===== config.mk =====
export PLATFORM = sky130hd
export DESIGN_NAME = qam_symbol_slicer
export DESIGN_NICKNAME = d
export VERILOG_FILES = /design/src/rtl/qam_rx_pkg.sv /design/src/rtl/qam_pam4_slicer.sv /design/src/rtl/qam_symbol_slicer.sv
export SDC_FILE = /design/constraint.sdc
export NUM_CORES = 1
export LEC_CHECK = 0
export BUFFER_PORTS_ARGS = -buffer_cell sky130_fd_sc_hd__buf_4
export CORE_MARGIN = 2
export CORE_UTILIZATION = 49
export CTS_CLUSTER_DIAMETER = 200
export CTS_CLUSTER_SIZE = 10
export DETAILED_ROUTE_END_ITERATION = 7
export PLACE_DENSITY = 0.77
export SLEW_MARGIN = 20
export SYNTH_ARGS = -nofsm -noshare
export SYNTH_HDL_FRONTEND = slang
export SYNTH_HIERARCHICAL = 1
export SYNTH_SLANG_ARGS = --single-unit

===== constraint.sdc =====
create_clock -name clk -period 2.1 [get_ports clk]
set_input_delay 0.105 -clock clk [delete_from_list [all_inputs] [get_ports clk]]
set_output_delay 0.105 -clock clk [all_outputs]
set_load 0.02 [all_outputs]

===== src/rtl/qam_rx_pkg.sv =====
// Shared constants and types for the PAM-4 symbol slicer and byte assembler.
// Gray mapping keeps adjacent amplitude levels one bit apart.
package qam_rx_pkg;

  localparam int SPS_DEFAULT = 16;

  localparam logic [1:0] SYM_M3 = 2'b00;
  localparam logic [1:0] SYM_M1 = 2'b01;
  localparam logic [1:0] SYM_P1 = 2'b11;
  localparam logic [1:0] SYM_P3 = 2'b10;

  typedef enum logic {
    ST_IDLE = 1'b0,
    ST_RUN  = 1'b1
  } slicer_state_t;

endpackage


===== src/rtl/qam_pam4_slicer.sv =====
// Combinational PAM-4 decision: maps one signed sample to a Gray symbol.
// Compares at 17 bits so -32768 and the negated threshold stay representable.
module qam_pam4_slicer
  import qam_rx_pkg::*;
#(
  parameter logic signed [15:0] THRESH = 16'sd8192
) (
  input  logic signed [15:0] sample,
  output logic        [1:0]  sym
);

  logic signed [16:0] x_ext;
  logic signed [16:0] t_pos;
  logic signed [16:0] t_neg;

  assign x_ext = {sample[15], sample};
  assign t_pos = {THRESH[15], THRESH};
  assign t_neg = -t_pos;

  always_comb begin
    sym = SYM_M3;
    if (x_ext >= t_pos) begin
      sym = SYM_P3;
    end else if (x_ext >= 17'sd0) begin
      sym = SYM_P1;
    end else if (x_ext >= t_neg) begin
      sym = SYM_M1;
    end
  end

endmodule


===== src/rtl/qam_symbol_slicer.sv =====
// Symbol timing, PAM-4 slicing and 4-symbol byte assembly with a one-deep
// output holding register and a sticky overflow flag.
//
// state   | meaning
// --------+---------------------------------------------------------------
// ST_IDLE | timing held: phase 0, symbol count 0, partial byte cleared
// ST_RUN  | phase free-runs 0..SPS-1, one sample per symbol at SAMPLE_OFFSET
module qam_symbol_slicer
  import qam_rx_pkg::*;
#(
  parameter int                 SPS           = SPS_DEFAULT,
  parameter int                 SAMPLE_OFFSET = 8,
  parameter logic signed [15:0] THRESH        = 16'sd8192
) (
  input  logic               clk,
  input  logic               rst_n,
  input  logic signed [15:0] signal_in,
  input  logic               enable,
  input  logic               sync,
  output logic        [1:0]  sym_out,
  output logic               sym_valid,
  output logic        [7:0]  byte_out,
  output logic               byte_valid,
  input  logic               byte_ready,
  output logic               overflow
);

  localparam int PW = (SPS > 2) ? $clog2(SPS) : 1;
  localparam logic [PW-1:0] PHASE_LAST = PW'(SPS - 1);
  localparam logic [PW-1:0] SAMPLE_AT  = PW'(SAMPLE_OFFSET);

  slicer_state_t  state;
  logic [PW-1:0]  phase;
  logic [1:0]     sym_cnt;
  logic [5:0]     partial;

  logic [1:0]     slice_sym;
  logic           sample_hit;
  logic           byte_done;
  logic [7:0]     new_byte;

  qam_pam4_slicer #(
    .THRESH (THRESH)
  ) u_slicer (
    .sample (signal_in),
    .sym    (slice_sym)
  );

  // sync and a falling enable both pre-empt a coincident sample
  assign sample_hit = (state == ST_RUN) && enable && !sync && (phase == SAMPLE_AT);
  assign byte_done  = sample_hit && (sym_cnt == 2'd3);
  assign new_byte   = {partial, slice_sym};

  always_ff @(posedge clk or negedge rst_n) begin
    if (!rst_n) begin
      state      <= ST_IDLE;
      phase      <= '0;
      sym_cnt    <= 2'd0;
      partial    <= 6'd0;
      sym_out    <= 2'b00;
      sym_valid  <= 1'b0;
      byte_out   <= 8'h00;
      byte_valid <= 1'b0;
      overflow   <= 1'b0;
    end else begin
      sym_valid <= 1'b0;

      if (sync) begin
        overflow <= 1'b0;
      end

      case (state)
        ST_IDLE: begin
          phase   <= '0;
          sym_cnt <= 2'd0;
          partial <= 6'd0;
          if (enable) begin
            state <= ST_RUN;
          end
        end

        ST_RUN: begin
          if (!enable) begin
            state   <= ST_IDLE;
            phase   <= '0;
            sym_cnt <= 2'd0;
            partial <= 6'd0;
          end else if (sync) begin
            phase   <= '0;
            sym_cnt <= 2'd0;
            partial <= 6'd0;
          end else begin
            phase <= (phase == PHASE_LAST) ? '0 : phase + 1'b1;
            if (sample_hit) begin
              sym_out   <= slice_sym;
              sym_valid <= 1'b1;
              sym_cnt   <= sym_cnt + 2'd1;
              partial   <= byte_done ? 6'd0 : {partial[3:0], slice_sym};
            end
          end
        end

        default: begin
          state <= ST_IDLE;
        end
      endcase

      // A consumer taking the old byte in the completion cycle frees the slot.
      if (byte_done) begin
        if (!byte_valid || byte_ready) begin
          byte_out   <= new_byte;
          byte_valid <= 1'b1;
        end else begin
          overflow <= 1'b1;
        end
      end else if (byte_valid && byte_ready) begin
        byte_valid <= 1'b0;
      end
    end
  end

endmodule


# Word-level counts from Yosys, hierarchy flattened
# Cells that the tools add are included.
dict set report word_totals {
  inputBits 21
  wordCells 60
  out_inout_bits 13
  ff_bits 26
}
dict set report op_classes {
  order_cmp 3
  reduce_logical 12
  mux 27
  add_sub_neg 2
  n_eq_ne 5
  bitwise 2
}
# cell count
set op_table {}
lappend op_table {{6-bit two-way mux} 4}
lappend op_table {{16-bit by 1-bit >= comparator with 1-bit output (second input constant)} 1}
lappend op_table {{16-bit by 14-bit >= comparator with 1-bit output (second input constant)} 1}
lappend op_table {{16-bit by 15-bit >= comparator with 1-bit output (second input constant)} 1}
lappend op_table {{1-bit two-way mux} 12}
lappend op_table {{4-bit two-way mux} 3}
lappend op_table {{6-bit one-hot mux with 2 select lines} 1}
lappend op_table {{2-bit two-way mux} 5}
lappend op_table {{4-bit equality test (second input constant)} 2}
lappend op_table {{4-bit one-hot mux with 2 select lines} 1}
lappend op_table {{1-bit logical AND} 5}
lappend op_table {{4-bit by 1-bit adder with 4-bit output (second input constant)} 1}
lappend op_table {{4-bit by 3-bit != test with 1-bit output (second input constant)} 1}
lappend op_table {{2-bit one-hot mux with 2 select lines} 1}
lappend op_table {{2-bit AND reduction} 2}
lappend op_table {{4-bit AND reduction} 1}
lappend op_table {{2-bit by 1-bit adder with 2-bit output (second input constant)} 1}
lappend op_table {{2-bit equality test (second input constant)} 1}
lappend op_table {{1-bit logical NOT} 2}
lappend op_table {{2-bit by 1-bit != test with 1-bit output (second input constant)} 1}
lappend op_table {{1-bit NOT} 2}
lappend op_table {{2-bit nonzero test} 1}
lappend op_table {{1-bit logical OR} 1}

# Longest topological paths before layout
dict set report logic_depth {
  ltp_word 9
  mapped_depth 6
  ltp_nobuf 5
}

# Cells and area by module
# The synthesis kept the hierarchy.
# mod cells_per_inst n_inst area_per_inst_um2
set by_module_without_submodules {}
lappend by_module_without_submodules {qam_symbol_slicer 86 1 1082.3}
lappend by_module_without_submodules {qam_pam4_slicer 4 1 18.8}

# Worst setup path after synthesis
# No wires, ideal clock.
dict set report synth_path {
  path_type {flip-flop to flip-flop}
  from {register phase[0]}
  to {register byte_out[0]}
  path_buffers 1
  path_stages_with_launch 7
  t_required_ns 1.975
  arrival_ns 1.390
  setup_ns 0.125
  slack_ns 0.585
  path_cell_list {dfrtp_1 inv_1 ha_1 and3b_1 buf_6 nand4_4 mux2_2}
}
dict set report synth_via {
  elab_chain_len 4
}
# item line
set synth_rtl {}
lappend synth_rtl {{from (decl)} qam_symbol_slicer.sv:33} ;# logic [PW-1:0] phase;
lappend synth_rtl {{from (signal assigned)} qam_symbol_slicer.sv:93} ;# phase <= (phase == PHASE_LAST) ? '0 : phase + 1'b1;
lappend synth_rtl {{4-bit equality test} qam_symbol_slicer.sv:50} ;# assign sample_hit = (state == ST_RUN) && enable && !sync && (phase == SAMPLE_AT);
lappend synth_rtl {{1-bit logical AND} qam_symbol_slicer.sv:50}
lappend synth_rtl {{1-bit logical AND} qam_symbol_slicer.sv:51} ;# assign byte_done = sample_hit && (sym_cnt == 2'd3);
lappend synth_rtl {{2-bit AND reduction (no source line)} n/a}
lappend synth_rtl {{to (signal assigned)} qam_symbol_slicer.sv:111} ;# byte_out <= new_byte;
lappend synth_rtl {{to (decl)} qam_symbol_slicer.sv:22} ;# output logic [7:0] byte_out,
# Every way passes these cells.
# A chain may end at the register's enable or synchronous reset.

# Worst setup path after layout
dict set report layout_path {
  from {register phase[0]}
  to {register byte_out[1]}
}
# Same word-level chain as after synthesis.

==> summary.md <==
| Metric | Value |
|---|---|
| Fin worst setup slack | 0.488 ns |
| Area Growth Syn to Fin | 23.5% |
| Cts bufs inserted | 3 |
| # IOs | 34 |
| Share of layout cells above drive strength 1 | 32.2% |
| Syn Area/Cell | 12.2 um2 |
| Total iterations of the first detailed-routing run | 4 |
| Worst Path Required | 2.32 ns |
| H-tree levels | 1 |
| Crit path buffers/inverters | 1 |
| Final min period | 1.61 ns |
| Worst Skew | 0.00149 ns |
| DIE WIDTH | 51.4 um |
| Clock sink total | 26 |
| CP delay by family, top | simple AND/OR/NAND/NOR gates |
| Main synth FF type | dfrtp_1 |
| Ys Warns | 6 |
| Slew of the pin with the lowest slew margin | 0.324 ns |
| Status | finished clean |
| Detailed-route DRC error count | 0 |
| Std-Cell Rows | 17 |
| Initial Utilization | 50.7% |
| Cell Pwr Density | 579 nW/um2 |
| Final hold viol count | 0 |
| Type of the worst setup path | reg -> reg |
| FF+latch count, synth | 26 |
| Commonest non-fill, non-tap cells in the layout | dfrtp_1, buf_4, mux2_2, nand2_1, a21oi_1 |
| Initial drt markers | 18 |
| Hold_ws | 0.106 ns |
| Antenna Nets Post-Route | 0 |
| Worst rel slew slack | 78.4% |
| Setup TNS | 0 ns |
| First-pass GRT wire length | 3510 um |
| DR vias | 780 |
| CTS tree | yes |
| Vias in the first global route | 811 |
| Critical-path cell list | inv_1, ha_1, and3b_1, nand4_4, mux2_2 |
| Max Cap Viol | 0 |
| Ant diodes | 0 |
| Clock root cell | clkbuf_4 |
| Clk buf depth | 2 |
| Final Cell Area | 1360 um2 |
| Port Buf Inserts | 20 |
| Largest net degree at the start of global routing | 27 |
| Clock-pin slew on the worst setup and hold paths | 0.13 ns |
| Post-Syn Instances | 90 |
| Syn nets | 114 |
| Register area share after synthesis | 59.1% |
| Final std cells w/o fill | 146 |
| Placed inst area | 1290 um2 |
| Final net count | 143 |
| Die height | 51.4 um |
| Post-Syn Area | 1100 um2 |
| GR Util met3 | 4.09% |
| Gr ovfl total | 0 |
| Antenna violations before repair | 0 |
| Netlist cell types | 21 |
| Post-CTS Setup Repair Bufs | 0 |
| Total track usage | 18.5% |
| DR vias/cell | 5.34 |
| Grt met2 use | 30.1% |
| Routability cong. | 0.738 |
| Tcrit/Tclk final | 76.7% |
| Post-synthesis async set-or-reset flop share | 100% |
| Crit path max fanout | 8 |
| DP Worst Slack | 0.556 ns |
| Fmax | 621 MHz |
| CP Launch Type | flip-flop |
| Worst path slowest cell | dfrtp_1 |
| Maximum VDD drop | 0.000419 V |
| Max-slew violation count | 0 |
| HP Class | in -> reg |
| Total power | 788 uW |
| Grt peak-use layer | met2 |
| Fin util | 62.7% |
| Leakage power | 0.673 nW |
| Crit-path max cell delay | 0.44 ns |
| Worst EP arrival | 1.83 ns |
| Die Area | 2640 um2 |
| Drt wl/cell | 13.7 um |
| Final setup vio count | 0 |
| Number of flops mapped to enable cells by yosys | 0 |
| Dpl hpwl | 1410 um |
| Commonest non-fill, non-tap cell in the layout | dfrtp_1 |
| Skew-Pair Late Insertion Delay | 0.31 ns |
| Unrepaired setup endpoints after global routing | false |
| Routed Wire Length | 2000 um |
| GR Util met1 | 22.4% |
| Crit end category | flip-flop |
| Core ar. | 2170 um2 |
| Inst Count DP | 139 |
==> worst register-to-register path, delay by kind of cell, from the launching register on <==
| family | cells | cell delay [ns] |
|---|---|---|
| simple gates | 2 | 0.46 |
| flops | 1 | 0.44 |
| mux | 1 | 0.33 |
| fa+ha+maj | 1 | 0.19 |
| buf+inv | 1 | 0.09 |
==> where the power goes <==
| part | leakage (nW) | switching [mW] | internal [mW] |
|---|---|---|---|
| logic | 0.292 | 0.0206 | 0.0168 |
| clock network | 0.0210 | 0.140 | 0.106 |
| registers | 0.361 | 0.00159 | 0.503 |
==> cells in the mapped netlist (2+ instances only) <==
library cell / instances / area, um2
inv_1: 5 / 18.8
nand3b_1: 8 / 60.1
nand2_1: 10 / 37.5
dfrtp_1: 26 / 651
xnor2_1: 2 / 17.5
and3b_1: 2 / 17.5
mux2_2: 10 / 113
a21oi_1: 9 / 45.0
nand3_1: 2 / 10.0
ha_1: 3 / 37.5
nor2_1: 3 / 11.3
==> cell families after synthesis <==
logic type	after synthesis	share of synthesized area [%]
adder cells (fa/ha/maj)	3	3.41
XOR/XNOR	2	1.59
multiplexers	10	10.2
AND/OR/NAND/NOR	30	16.7
buffers and inverters	7	3.07
AO/OA/AOI/OAI	12	5.91
flip-flops	26	59.1
==> layer usage <==
metal,vias up,share of wire (%)
met3,4,4.1
li1,367,-
met5,-,0
met4,0,1.3
met1,385,44
met2,24,50
==> worst paths after layout <==
kind / end / from / cells past startpoint / slack, ns
worst max-delay path: byte_out[1] / phase[0] / 5 / 0.49
worst min-delay path: partial[1] / signal_in[15] / 4 / 0.11
worst max register to register: byte_out[1] / phase[0] / 5 / 0.49
worst min register to register: phase[0] / phase[0] / 1 / 0.52
max in group asynchronous: byte_valid / rst_n / 2 / 1.65
min in group asynchronous: phase[3] / rst_n / 2 / 0.21
==> registers in the layout (all words and copies together) (netlist names) <==
register / flops
sym_valid: 1
phase: 4
overflow: 1
partial: 6
state: 1
byte_out: 8
sym_out: 2
byte_valid: 1
sym_cnt: 2
==> what timing repair did <==
action | in CTS | in global routing
hold buffers | 3 | 0
hold endpoints to repair | 28 | 0
gates resized for setup | 0 | 0
==> area by class of cell <==
type                    count  area, um2
multi-input cells          57        417
repair buffers             26        203
flip-flops and latches     26        651
fillers                   197        810
inverters                   5       18.8
well taps                  28       35.0
clock buffers               4       36.3
Note: power is estimated with default switching activity, not from simulation.
